### config.mk
export PLATFORM = sky130hd
export DESIGN_NAME = md_unit_flat
export DESIGN_NICKNAME = d
export VERILOG_FILES = /design/src/rtl/md_pkg.sv /design/src/rtl/md_unit_if.sv /design/src/rtl/md_step.sv /design/src/rtl/md_unit.sv /design/src/flat_wrapper.sv
export SDC_FILE = /design/constraint.sdc
export NUM_CORES = 1
export LEC_CHECK = 0
export ABC_CLOCK_PERIOD_IN_PS = 3300
export CORE_MARGIN = 1
export CORE_UTILIZATION = 52
export DETAILED_ROUTE_END_ITERATION = 8
export GPL_TIMING_DRIVEN = 1
export PLACE_DENSITY = 0.78
export SLEW_MARGIN = 20
export SYNTH_ARGS = -nofsm -noshare
export SYNTH_HDL_FRONTEND = slang
export SYNTH_SLANG_ARGS = --single-unit
export TNS_END_PERCENT = 50
### constraint.sdc
create_clock -name clk -period 3.3 [get_ports clk]
set_input_delay 0.33 -clock clk [delete_from_list [all_inputs] [get_ports clk]]
set_output_delay 0.33 -clock clk [all_outputs]
set_load 0.05 [all_outputs]
### src/rtl/md_pkg.sv
// md_pkg: shared definitions for the multiply/divide unit.
//   md_op_e    - op select encodings carried on the op port
//   md_state_e - sequencer states
//   MD_WIDTH   - operand width, MD_ITERS - iteration count
//   md_abs     - two's-complement magnitude helper
package md_pkg;

    localparam int unsigned MD_WIDTH = 32;
    localparam int unsigned MD_ITERS = 32;

    typedef enum logic [1:0] {
        MD_MULTU = 2'b00,
        MD_MULT  = 2'b01,
        MD_DIVU  = 2'b10,
        MD_DIV   = 2'b11
    } md_op_e;

    typedef enum logic [2:0] {
        MD_IDLE,
        MD_PREP,
        MD_ITER,
        MD_FIX,
        MD_DONE
    } md_state_e;

    // Magnitude of a signed value; 0x80000000 maps onto itself, which is
    // exactly the unsigned magnitude 2^31.
    function automatic logic [MD_WIDTH-1:0] md_abs(input logic [MD_WIDTH-1:0] v);
        return v[MD_WIDTH-1] ? -v : v;
    endfunction

endpackage

### src/rtl/md_unit_if.sv
// md_unit_if: request/response bundle for md_unit.
//   master (pipeline side): drives start/op/a/b and MTHI/MTLO strobes,
//                           observes busy/done/div_zero/hi/lo
//   slave  (md_unit side):  the reverse
import md_pkg::*;

interface md_unit_if;
    logic                start;
    logic [1:0]          op;
    logic [MD_WIDTH-1:0] a;
    logic [MD_WIDTH-1:0] b;
    logic                wr_hi;
    logic                wr_lo;
    logic [MD_WIDTH-1:0] wr_data;
    logic                busy;
    logic                done;
    logic                div_zero;
    logic [MD_WIDTH-1:0] hi;
    logic [MD_WIDTH-1:0] lo;

    modport master (
        output start, op, a, b, wr_hi, wr_lo, wr_data,
        input  busy, done, div_zero, hi, lo
    );

    modport slave (
        input  start, op, a, b, wr_hi, wr_lo, wr_data,
        output busy, done, div_zero, hi, lo
    );
endinterface

### src/rtl/md_step.sv
// md_step: one combinational multiply or divide iteration.
//   is_div   in  0 = shift-add multiply step, 1 = restoring divide step
//   acc      in  2*WIDTH accumulator ({P,Q} or {R,Q})
//   opnd     in  WIDTH   magnitude of the multiplier / divisor
//   acc_next out 2*WIDTH accumulator after the step
import md_pkg::*;

module md_step #(
    parameter int unsigned WIDTH = MD_WIDTH
) (
    input  logic               is_div,
    input  logic [2*WIDTH-1:0] acc,
    input  logic [WIDTH-1:0]   opnd,
    output logic [2*WIDTH-1:0] acc_next
);

    logic [WIDTH:0]   mul_sum;
    logic [WIDTH:0]   r_shift;
    logic             fits;
    logic [WIDTH-1:0] r_diff;

    always_comb begin
        // Multiply: conditional add into P with carry, then shift {carry,P,Q} right.
        mul_sum = {1'b0, acc[2*WIDTH-1:WIDTH]} +
                  (acc[0] ? {1'b0, opnd} : {(WIDTH+1){1'b0}});

        // Divide: R shifted left takes the top bit of Q, giving a 33-bit trial value.
        // When the trial fits, the true difference is below the divisor, so a
        // WIDTH-bit subtract is enough to form the new remainder.
        r_shift = acc[2*WIDTH-1:WIDTH-1];
        fits    = (r_shift >= {1'b0, opnd});
        r_diff  = r_shift[WIDTH-1:0] - opnd;

        if (is_div) begin
            acc_next = {(fits ? r_diff : r_shift[WIDTH-1:0]), acc[WIDTH-2:0], fits};
        end else begin
            acc_next = {mul_sum, acc[WIDTH-1:1]};
        end
    end

endmodule

### src/rtl/md_unit.sv
// md_unit: multi-cycle MULT/MULTU/DIV/DIVU sequencer with HI/LO registers.
//   clk    in  rising-edge clock
//   reset  in  synchronous active-high reset
//   bus    slave modport of md_unit_if:
//          start/op/a/b   operation request (sampled in IDLE or DONE)
//          wr_hi/wr_lo/wr_data  MTHI/MTLO writes (IDLE or DONE, start wins)
//          busy/done/div_zero/hi/lo  status and architectural HI/LO
import md_pkg::*;

module md_unit #(
    parameter int unsigned WIDTH = MD_WIDTH,
    parameter int unsigned ITERS = MD_ITERS
) (
    input  logic       clk,
    input  logic       reset,
    md_unit_if.slave   bus
);

    localparam int unsigned CNT_W = $clog2(ITERS) + 1;

    md_state_e          state_q, state_d;
    logic [CNT_W-1:0]   cnt_q, cnt_d;
    md_op_e             op_q, op_d;
    logic [2*WIDTH-1:0] acc_q, acc_d;
    logic [WIDTH-1:0]   opnd_q, opnd_d;
    logic               neg_res_q, neg_res_d;
    logic               neg_rem_q, neg_rem_d;
    logic [WIDTH-1:0]   hi_q, hi_d;
    logic [WIDTH-1:0]   lo_q, lo_d;
    logic               div_zero_q, div_zero_d;

    logic               is_div;
    logic               is_signed;
    logic [2*WIDTH-1:0] step_acc;

    assign is_div    = (op_q == MD_DIVU) || (op_q == MD_DIV);
    assign is_signed = (op_q == MD_MULT) || (op_q == MD_DIV);

    md_step #(.WIDTH(WIDTH)) u_step (
        .is_div   (is_div),
        .acc      (acc_q),
        .opnd     (opnd_q),
        .acc_next (step_acc)
    );

    always_comb begin
        state_d    = state_q;
        cnt_d      = cnt_q;
        op_d       = op_q;
        acc_d      = acc_q;
        opnd_d     = opnd_q;
        neg_res_d  = neg_res_q;
        neg_rem_d  = neg_rem_q;
        hi_d       = hi_q;
        lo_d       = lo_q;
        div_zero_d = div_zero_q;

        unique case (state_q)
            MD_IDLE, MD_DONE: begin
                if (bus.start) begin
                    // Raw operands are parked in acc/opnd; PREP turns them into magnitudes.
                    state_d    = MD_PREP;
                    op_d       = md_op_e'(bus.op);
                    acc_d      = {{WIDTH{1'b0}}, bus.a};
                    opnd_d     = bus.b;
                    div_zero_d = 1'b0;
                end else begin
                    state_d = MD_IDLE;
                    if (bus.wr_hi) hi_d = bus.wr_data;
                    if (bus.wr_lo) lo_d = bus.wr_data;
                end
            end

            MD_PREP: begin
                cnt_d = '0;
                if (is_div && (opnd_q == '0)) begin
                    hi_d       = acc_q[WIDTH-1:0];
                    lo_d       = '1;
                    div_zero_d = 1'b1;
                    state_d    = MD_DONE;
                end else begin
                    if (is_signed) begin
                        acc_d     = {{WIDTH{1'b0}}, md_abs(acc_q[WIDTH-1:0])};
                        opnd_d    = md_abs(opnd_q);
                        neg_res_d = acc_q[WIDTH-1] ^ opnd_q[WIDTH-1];
                        neg_rem_d = is_div & acc_q[WIDTH-1];
                    end else begin
                        neg_res_d = 1'b0;
                        neg_rem_d = 1'b0;
                    end
                    state_d = MD_ITER;
                end
            end

            MD_ITER: begin
                acc_d = step_acc;
                cnt_d = cnt_q + CNT_W'(1);
                if (cnt_q == CNT_W'(ITERS - 1)) state_d = MD_FIX;
            end

            MD_FIX: begin
                if (is_div) begin
                    lo_d = neg_res_q ? -acc_q[WIDTH-1:0]       : acc_q[WIDTH-1:0];
                    hi_d = neg_rem_q ? -acc_q[2*WIDTH-1:WIDTH] : acc_q[2*WIDTH-1:WIDTH];
                end else begin
                    {hi_d, lo_d} = neg_res_q ? -acc_q : acc_q;
                end
                state_d = MD_DONE;
            end

            default: state_d = MD_IDLE;
        endcase
    end

    always_ff @(posedge clk) begin
        if (reset) begin
            state_q    <= MD_IDLE;
            cnt_q      <= '0;
            op_q       <= MD_MULTU;
            acc_q      <= '0;
            opnd_q     <= '0;
            neg_res_q  <= 1'b0;
            neg_rem_q  <= 1'b0;
            hi_q       <= '0;
            lo_q       <= '0;
            div_zero_q <= 1'b0;
        end else begin
            state_q    <= state_d;
            cnt_q      <= cnt_d;
            op_q       <= op_d;
            acc_q      <= acc_d;
            opnd_q     <= opnd_d;
            neg_res_q  <= neg_res_d;
            neg_rem_q  <= neg_rem_d;
            hi_q       <= hi_d;
            lo_q       <= lo_d;
            div_zero_q <= div_zero_d;
        end
    end

    assign bus.busy     = (state_q == MD_PREP) || (state_q == MD_ITER) || (state_q == MD_FIX);
    assign bus.done     = (state_q == MD_DONE);
    assign bus.div_zero = div_zero_q;
    assign bus.hi       = hi_q;
    assign bus.lo       = lo_q;

endmodule

### src/flat_wrapper.sv
// flat-port wrapper written by rule: the top's interface ports become plain ports
module md_unit_flat 
#(
    parameter int unsigned WIDTH = MD_WIDTH,
    parameter int unsigned ITERS = MD_ITERS
)
  (clk, reset, bus_start, bus_op, bus_a, bus_b, bus_wr_hi, bus_wr_lo, bus_wr_data, bus_busy, bus_done, bus_div_zero, bus_hi, bus_lo);
  md_unit_if bus_i ();
  input  logic clk;
  input  logic reset;
  input wire logic [$bits(bus_i.start)-1:0] bus_start;
  input wire logic [$bits(bus_i.op)-1:0] bus_op;
  input wire logic [$bits(bus_i.a)-1:0] bus_a;
  input wire logic [$bits(bus_i.b)-1:0] bus_b;
  input wire logic [$bits(bus_i.wr_hi)-1:0] bus_wr_hi;
  input wire logic [$bits(bus_i.wr_lo)-1:0] bus_wr_lo;
  input wire logic [$bits(bus_i.wr_data)-1:0] bus_wr_data;
  output wire logic [$bits(bus_i.busy)-1:0] bus_busy;
  output wire logic [$bits(bus_i.done)-1:0] bus_done;
  output wire logic [$bits(bus_i.div_zero)-1:0] bus_div_zero;
  output wire logic [$bits(bus_i.hi)-1:0] bus_hi;
  output wire logic [$bits(bus_i.lo)-1:0] bus_lo;
  assign bus_i.start = bus_start;
  assign bus_i.op = bus_op;
  assign bus_i.a = bus_a;
  assign bus_i.b = bus_b;
  assign bus_i.wr_hi = bus_wr_hi;
  assign bus_i.wr_lo = bus_wr_lo;
  assign bus_i.wr_data = bus_wr_data;
  assign bus_busy = bus_i.busy;
  assign bus_done = bus_i.done;
  assign bus_div_zero = bus_i.div_zero;
  assign bus_hi = bus_i.hi;
  assign bus_lo = bus_i.lo;
  md_unit #(.WIDTH(WIDTH), .ITERS(ITERS)) u_core (.clk(clk), .reset(reset), .bus(bus_i));
endmodule
== Yosys cells after proc, flatten, opt, wreduce, memory -nomap -nowiden ==
Cells that the tools add are included.
Word-level totals
  input bits: 103
  output and inout bits: 67
  register bits: 174
  word-level logic and storage cells: 98
Cells by class
  equality and inequality tests: 18
  order comparisons: 1
  multiplexer cells: 36
  $add $sub $neg: 7
  bitwise logic cells: 3
  reductions and logical operators: 21
Operators by type and width (count)
  2-to-1 mux 32 bit: 17
  2-to-1 mux 64 bit: 5
  one-hot mux 32 bit (3 select lines): 2
  one-hot mux 64 bit (3 select lines): 1
  negator 32 bit: 3
  negator 64 bit: 1
  one-hot mux 32 bit (2 select lines): 1
  adder 32 x 33 -> 33 bit: 1
  greater-or-equal comparator 33 x 32 -> 1 bit: 1
  logical NOT 32 bit: 1
  subtractor 32 bit: 1
  AND reduction 4 bit: 4
  one-hot mux 3 bit (4 select lines): 1
  one-hot mux 6 bit (2 select lines): 1
  inequality test 2 x 1 -> 1 bit (second input constant): 5
  inequality test 2 bit (second input constant): 5
  AND reduction 5 bit: 2
  adder 6 x 1 -> 6 bit (second input constant): 1
  equality test 3 x 2 -> 1 bit (second input constant): 2
  equality test 6 x 5 -> 1 bit (second input constant): 1
  2-to-1 mux 3 bit: 2
  nonzero test 3 bit: 2
  2-to-1 mux 1 bit: 5
  equality test 2 bit (second input constant): 2
  other kinds (14): 19

== Longest topological paths before layout ==
  word-level depth: 5
  depth in mapped cells: 15
  gate-level depth less buffers: 14

== Cells and area by module ==
From an unflattened synthesis, not the netlist that was laid out.
Unflattened totals
  cell total of the unflattened synthesis: 2041
  area total of the unflattened synthesis: 14806.7 sq um
By module, submodules not included
  md_unit: cells an instance 1352, times used 1, sequential area each 3483.3 sq um, area an instance 10137.2 sq um
  md_step: cells an instance 689, times used 1, sequential area each 0.0 sq um, area an instance 4669.5 sq um

== Worst setup path after synthesis ==
No wires, ideal clock.
  kind: reg-to-reg
  start: reg u_core.acc_q[0]
  end: reg u_core.acc_q[62]
  data required time: 3183 ps
  clock period less this slack: 3320 ps
  arrival: 3202 ps
  stages on the path, launching flop included: 14
  setup time: 117 ps
  buffers on the path: 1
  setup slack: -20 ps
  path through: dfxtp_1 inv_1 buf_1 nor2_1 ha_1 a21o_1 a21o_1 a221o_1 o21ai_1 o31ai_1 a221oi_1 o21ai_0 mux2i_1 a32o_1
Between the ends
  word-level cells in the longest chain between the ends: 4
Ends and longest elaborated chain
  start, declared: line md_unit.sv:24  | logic [2*WIDTH-1:0] acc_q, acc_d;
  start signal, assigned: line md_unit.sv:120  | acc_q <= '0;
  start signal, assigned: line md_unit.sv:131  | acc_q <= acc_d;
  2-to-1 mux 32 bit: line md_step.sv:25  | (acc[0] ? {1'b0, opnd} : {(WIDTH+1){1'b0}});
  adder 32 x 33 -> 33 bit: line md_step.sv:24  | mul_sum = {1'b0, acc[2*WIDTH-1:WIDTH]} +
  2-to-1 mux 64 bit: line md_step.sv:34  | if (is_div) begin
  one-hot mux 64 bit (3 select lines): line md_unit.sv:58  | unique case (state_q)
Every way passes these cells.
A chain may end at the register's enable or synchronous reset.

== Worst setup path after layout ==
  start: reg u_core.acc_q[0]
  end: reg u_core.hi_q[5], in the netlist u_core.bus.hi[5]
Between the ends
  word-level cells in the longest chain between the ends: 4
Ends and longest elaborated chain
  negator 64 bit: line md_unit.sv:106  | {hi_d, lo_d} = neg_res_q ? -acc_q : acc_q;
  2-to-1 mux 64 bit: line md_unit.sv:106
  2-to-1 mux 32 bit: line md_unit.sv:102  | if (is_div) begin
  one-hot mux 32 bit (3 select lines): line md_unit.sv:58
  end signal, assigned: line md_unit.sv:135  | hi_q <= hi_d;
  end, declared: line md_unit.sv:28  | logic [WIDTH-1:0] hi_q, hi_d;
Every way passes these cells.

==> impl.org <==
** Clock network
- Max clock buf depth :: 2
- Total clock sinks :: 174
- For this design, the CTS-stage hold fixing added 0 buffers.
- For the worst-skew pair, the clock arrives at the later sink with an insertion delay of 0.47 ns.
- The H-tree generated during clock tree synthesis spans 4 levels.
- Root buf cell :: clkbuf_16
- Clock tree from TritonCTS :: yes
- Clock-pin slew was measured on the worst setup and hold paths at 0.09 ns.
- In this run, CTS created clock tree buffers numbering 17.

** Floorplan
- Effective utilization at floorplan :: 0.530
- Floorplan core area :: 0.0278 mm²
- The floorplan step defined a die boundary enclosing 0.0290 mm².
- Rows :: 61
- Die outline width :: 170 µm
- Top-level I/O count :: 170
- The die is 170 µm tall.

** Critical path
- In this run the worst path has a maximum fanout of 6.
- The critical path is of the flip-flop to flip-flop type.
- STA puts the critical path data required time at 3.62 ns.
- For the worst setup path, the data arrival time is 3.57 ns.
- Startpoint of the lowest-slack register-to-register path :: u_core.acc_q[0]$_SDFFE_PP0P_
- STA classifies the critical path endpoint as a flip-flop.
- The critical path starts at u_core.acc_q[0]$_SDFFE_PP0P_.
- STA classifies the critical path startpoint as a flip-flop.

** GRT
- The number of antenna violations at the first check in global routing was 1.
- For this run, the total global-route usage over all layers was measured as 0.437.
- The number of global-route vias before repair was 16665.
- The first global-routing pass estimated 96300 µm of wire.
- Pin count of the biggest net entering global routing :: 123
- Final global-route overflow total :: 0

** Synthesis
- Of the post-synthesis cell area, the part taken by muxes is 0.0321.
- Syn nets :: 2197
- Post-synthesis register bit count :: 174
- Syn avg cell area :: 7.27 µm²
- Mapped Cells :: 2023
- Largest family of logic cells by synthesized area :: compound AO/OA/AOI/OAI gates
- The number of different library cells used by synthesis comes to 87.
- Seq/Total Area, Yosys :: 0.237
- Area fraction in compound gates after synthesis :: 0.308
- By count the netlist is led by nor2_1 (244), nand2_1 (181), dfxtp_1 (174).
- Adder-Cell Fraction of Synth Area :: 0.0614
- The Yosys step of the flow raised 0 warnings.
- Most frequently used cell type in the post-synthesis netlist :: nor2_1
- In the synthesized netlist the dominant register cell turns out to be dfxtp_1.
- Of the total synthesized cell area, the portion taken by XOR and XNOR cells is 0.0685.
- In the synthesized netlist the async set-or-reset flop fraction comes to 0.
- Post-Synth Simple-Gate Area :: 0.236
- In this run the cell area of the synthesized design comes to 0.0147 mm².
- The synthesized design contains 0 enable-type register cells.
- Post-synth top area share :: 0.237
- Cell accounting for the most synthesized area :: dfxtp_1
- After synthesis, the cell types taking the most area are dfxtp_1 (24%), nor2_1 (6.2%), ha_1 (5.9%).

** Drt
- Detailed-route DRC error count :: 0
- For this block, the initial DRC count from the detailed router was 2582.
- Average routed wire per standard cell :: 24.1 µm
- Via count :: 18041
- The detail route stage leaves a number of antenna-violating nets equal to 0.
- The first TritonRoute pass finished after 7 iterations.
- Total wire length :: 65300 µm
- Dividing the detail-routed via count by the number of cells gives 6.65.

** Min path
- Worst Min Path Start :: reset
- Worst Hold Class :: input pin to flip-flop

** Timing
- For the pin with the worst max-slew slack, the measured transition is 0.841 ns.
- Total setup violations reported at the end of the flow :: 0
- Max-slew violation total from the final report :: 0
- In the final timing run, aggregate negative setup slack is 0 ns.
- Final setup skew :: 0.0184 ns
- Max-slew headroom at the worst pin :: 0.439
- Of the available clock period, the critical path in the final layout requires 0.985.
- Subtracting the final worst setup slack from the clock period gives 3.25 ns.
- For this run, the top clock speed supported by timing is 308 MHz.
- Endpoints failing hold :: 0

** Job
- Across the run, the number of max-cap violations was 0.

** Final layout
- Share of final-layout standard cells stronger than drive strength 1 :: 0.172
- Summing all non-filler instances in the final layout gives an area of 0.0193 mm².
- Number of antenna cells inserted :: 0
- Post-route insts no fill :: 2714
- Area Growth Syn to Fin :: 31.5%
- Summing all flip-flop and latch instances after layout gives 0.00349 mm².
- Fill cells in the final layout number 2367.
- Area used by multi-input combinational logic :: 0.0107 mm²
- The final layout contains 2497 nets.

** Run status
- The run finished with clean final reports.

** Power and ir drop
- Reported leakage power :: 7.73 nW
- Worst IR drop on VDD :: 350 µV
- For this design the ratio of total power to cell area is 392 mW/mm².

** Placement
- Buffers placed on the I/O ports in this run total 169.
- The number of placed instances, taps included, is 2673.
- GPL Wtd Cong :: 1.05
- The wire-length estimate of the detail-placed layout is 48900 µm.
- Cell area after placement :: 0.0183 mm²
==> cells in the final DEF, fill, tap and decap left out, types with 18 or more instances in the layout <==
| cell type | n |
|---|---|
| dfxtp_1 | 167 |
| buf_4 | 251 |
| or3_1 | 28 |
| nor2_1 | 238 |
| o21ai_0 | 149 |
| nand3_1 | 35 |
| clkdlybuf4s50_1 | 168 |
| nand2_1 | 181 |
| xor2_1 | 33 |
| a221oi_1 | 43 |
| mux2i_1 | 36 |
| a211oi_1 | 49 |
| a21oi_1 | 160 |
| a21o_1 | 30 |
| clkbuf_16 | 18 |
| inv_1 | 57 |
| nor4_1 | 18 |
| nor3_1 | 87 |
| ha_1 | 63 |
| xnor2_1 | 82 |
| o211ai_1 | 25 |
| a22oi_1 | 23 |
==> layer usage <==
layer | track usage | share of wire
met3 | 0.0865 | 0.091
met1 | 0.490 | 0.36
met2 | 0.730 | 0.46
met4 | 0.340 | 0.088
met5 | 0 | 0.00021
==> final timing paths <==
path / end / slack [ns] / cells after the start
hold reg to reg: u_core.bus.hi[2]$_SDFFE_PP0P_ / 0.46 / 2
hold / removal: u_core.acc_q[21]$_SDFFE_PP0P_ / 0.25 / 2
setup reg to reg: u_core.bus.hi[5]$_SDFFE_PP0P_ / 0.05 / 12
setup / recovery: u_core.bus.hi[5]$_SDFFE_PP0P_ / 0.05 / 12
==> registers in the layout, indices dropped and copies added (netlist names) <==
| name | flops |
|---|---|
| u_core.neg_rem_q | 1 |
| u_core.acc_q | 64 |
| u_core.cnt_q | 6 |
| u_core.op_q | 2 |
| u_core.state_q | 3 |
| u_core.bus.lo | 32 |
| u_core.neg_res_q | 1 |
| u_core.bus.hi | 32 |
| u_core.opnd_q | 32 |
| u_core.bus.div_zero | 1 |
==> kinds of logic (layout without fill, tap and decap cells) <==
kind of cell,Yosys count,count (layout)
flops,174,174
buf+inv,210,523
simple gates,730,730
xor+xnor,115,115
fa+ha+maj,71,71
compound gates,677,677
mux,46,46
==> worst max-delay path, stage by stage (launching register included) <==
cell      delay [ns]
dfxtp_2         0.34
buf_4           0.15
or4_4           0.59
nor4_4          0.31
nand4b_1        0.14
buf_4           0.20
o31ai_4         0.26
nor2_1          0.13
xnor2_1         0.23
a21oi_1         0.13
a211oi_2        0.39
buf_4           0.18
nor3_1          0.04
==> metrics by stage <==
stage	worst slack, ns	hold WS (ns)	util	total power (W)
after CTS	-0.0582	0.238	0.685	0.00740
final	0.0510	0.249	0.696	0.00758
after detailed placement	-0.303	0.453	0.659	0.00525
after global routing	-0.0698	0.261	0.696	0.00783
after floorplan	-0.00808	0.460	-	0.00407
after global placement	-0.283	0.443	0.659	0.00523
==> timing repair <==
action / 4_1_cts / 5_1_grt
resized for setup: 16 / 57
pin swaps: 2 / 19
setup buffers: 3 / 5
endpoints found under the setup margin: 34 / 51
cloned: 0 / 1
==> power breakdown <==
group          switching (W)  internal, W  total [W]  leakage [nW]
registers           0.000122      0.00225    0.00237          1.43
logic                0.00185      0.00120    0.00305          6.00
clock network        0.00112      0.00104    0.00216         0.298
total                0.00310      0.00448    0.00758          7.73
==> final cells by class <==
cell class                 count  share of cell area
multi-input combinational   1639               0.556
timing repair buffer         431               0.196
sequential                   174               0.181
tap                          378              0.0245
clock buffer                  17              0.0220
inverter                      60              0.0118
clock inverter                15             0.00990
Power figures use the tool's default switching activity.
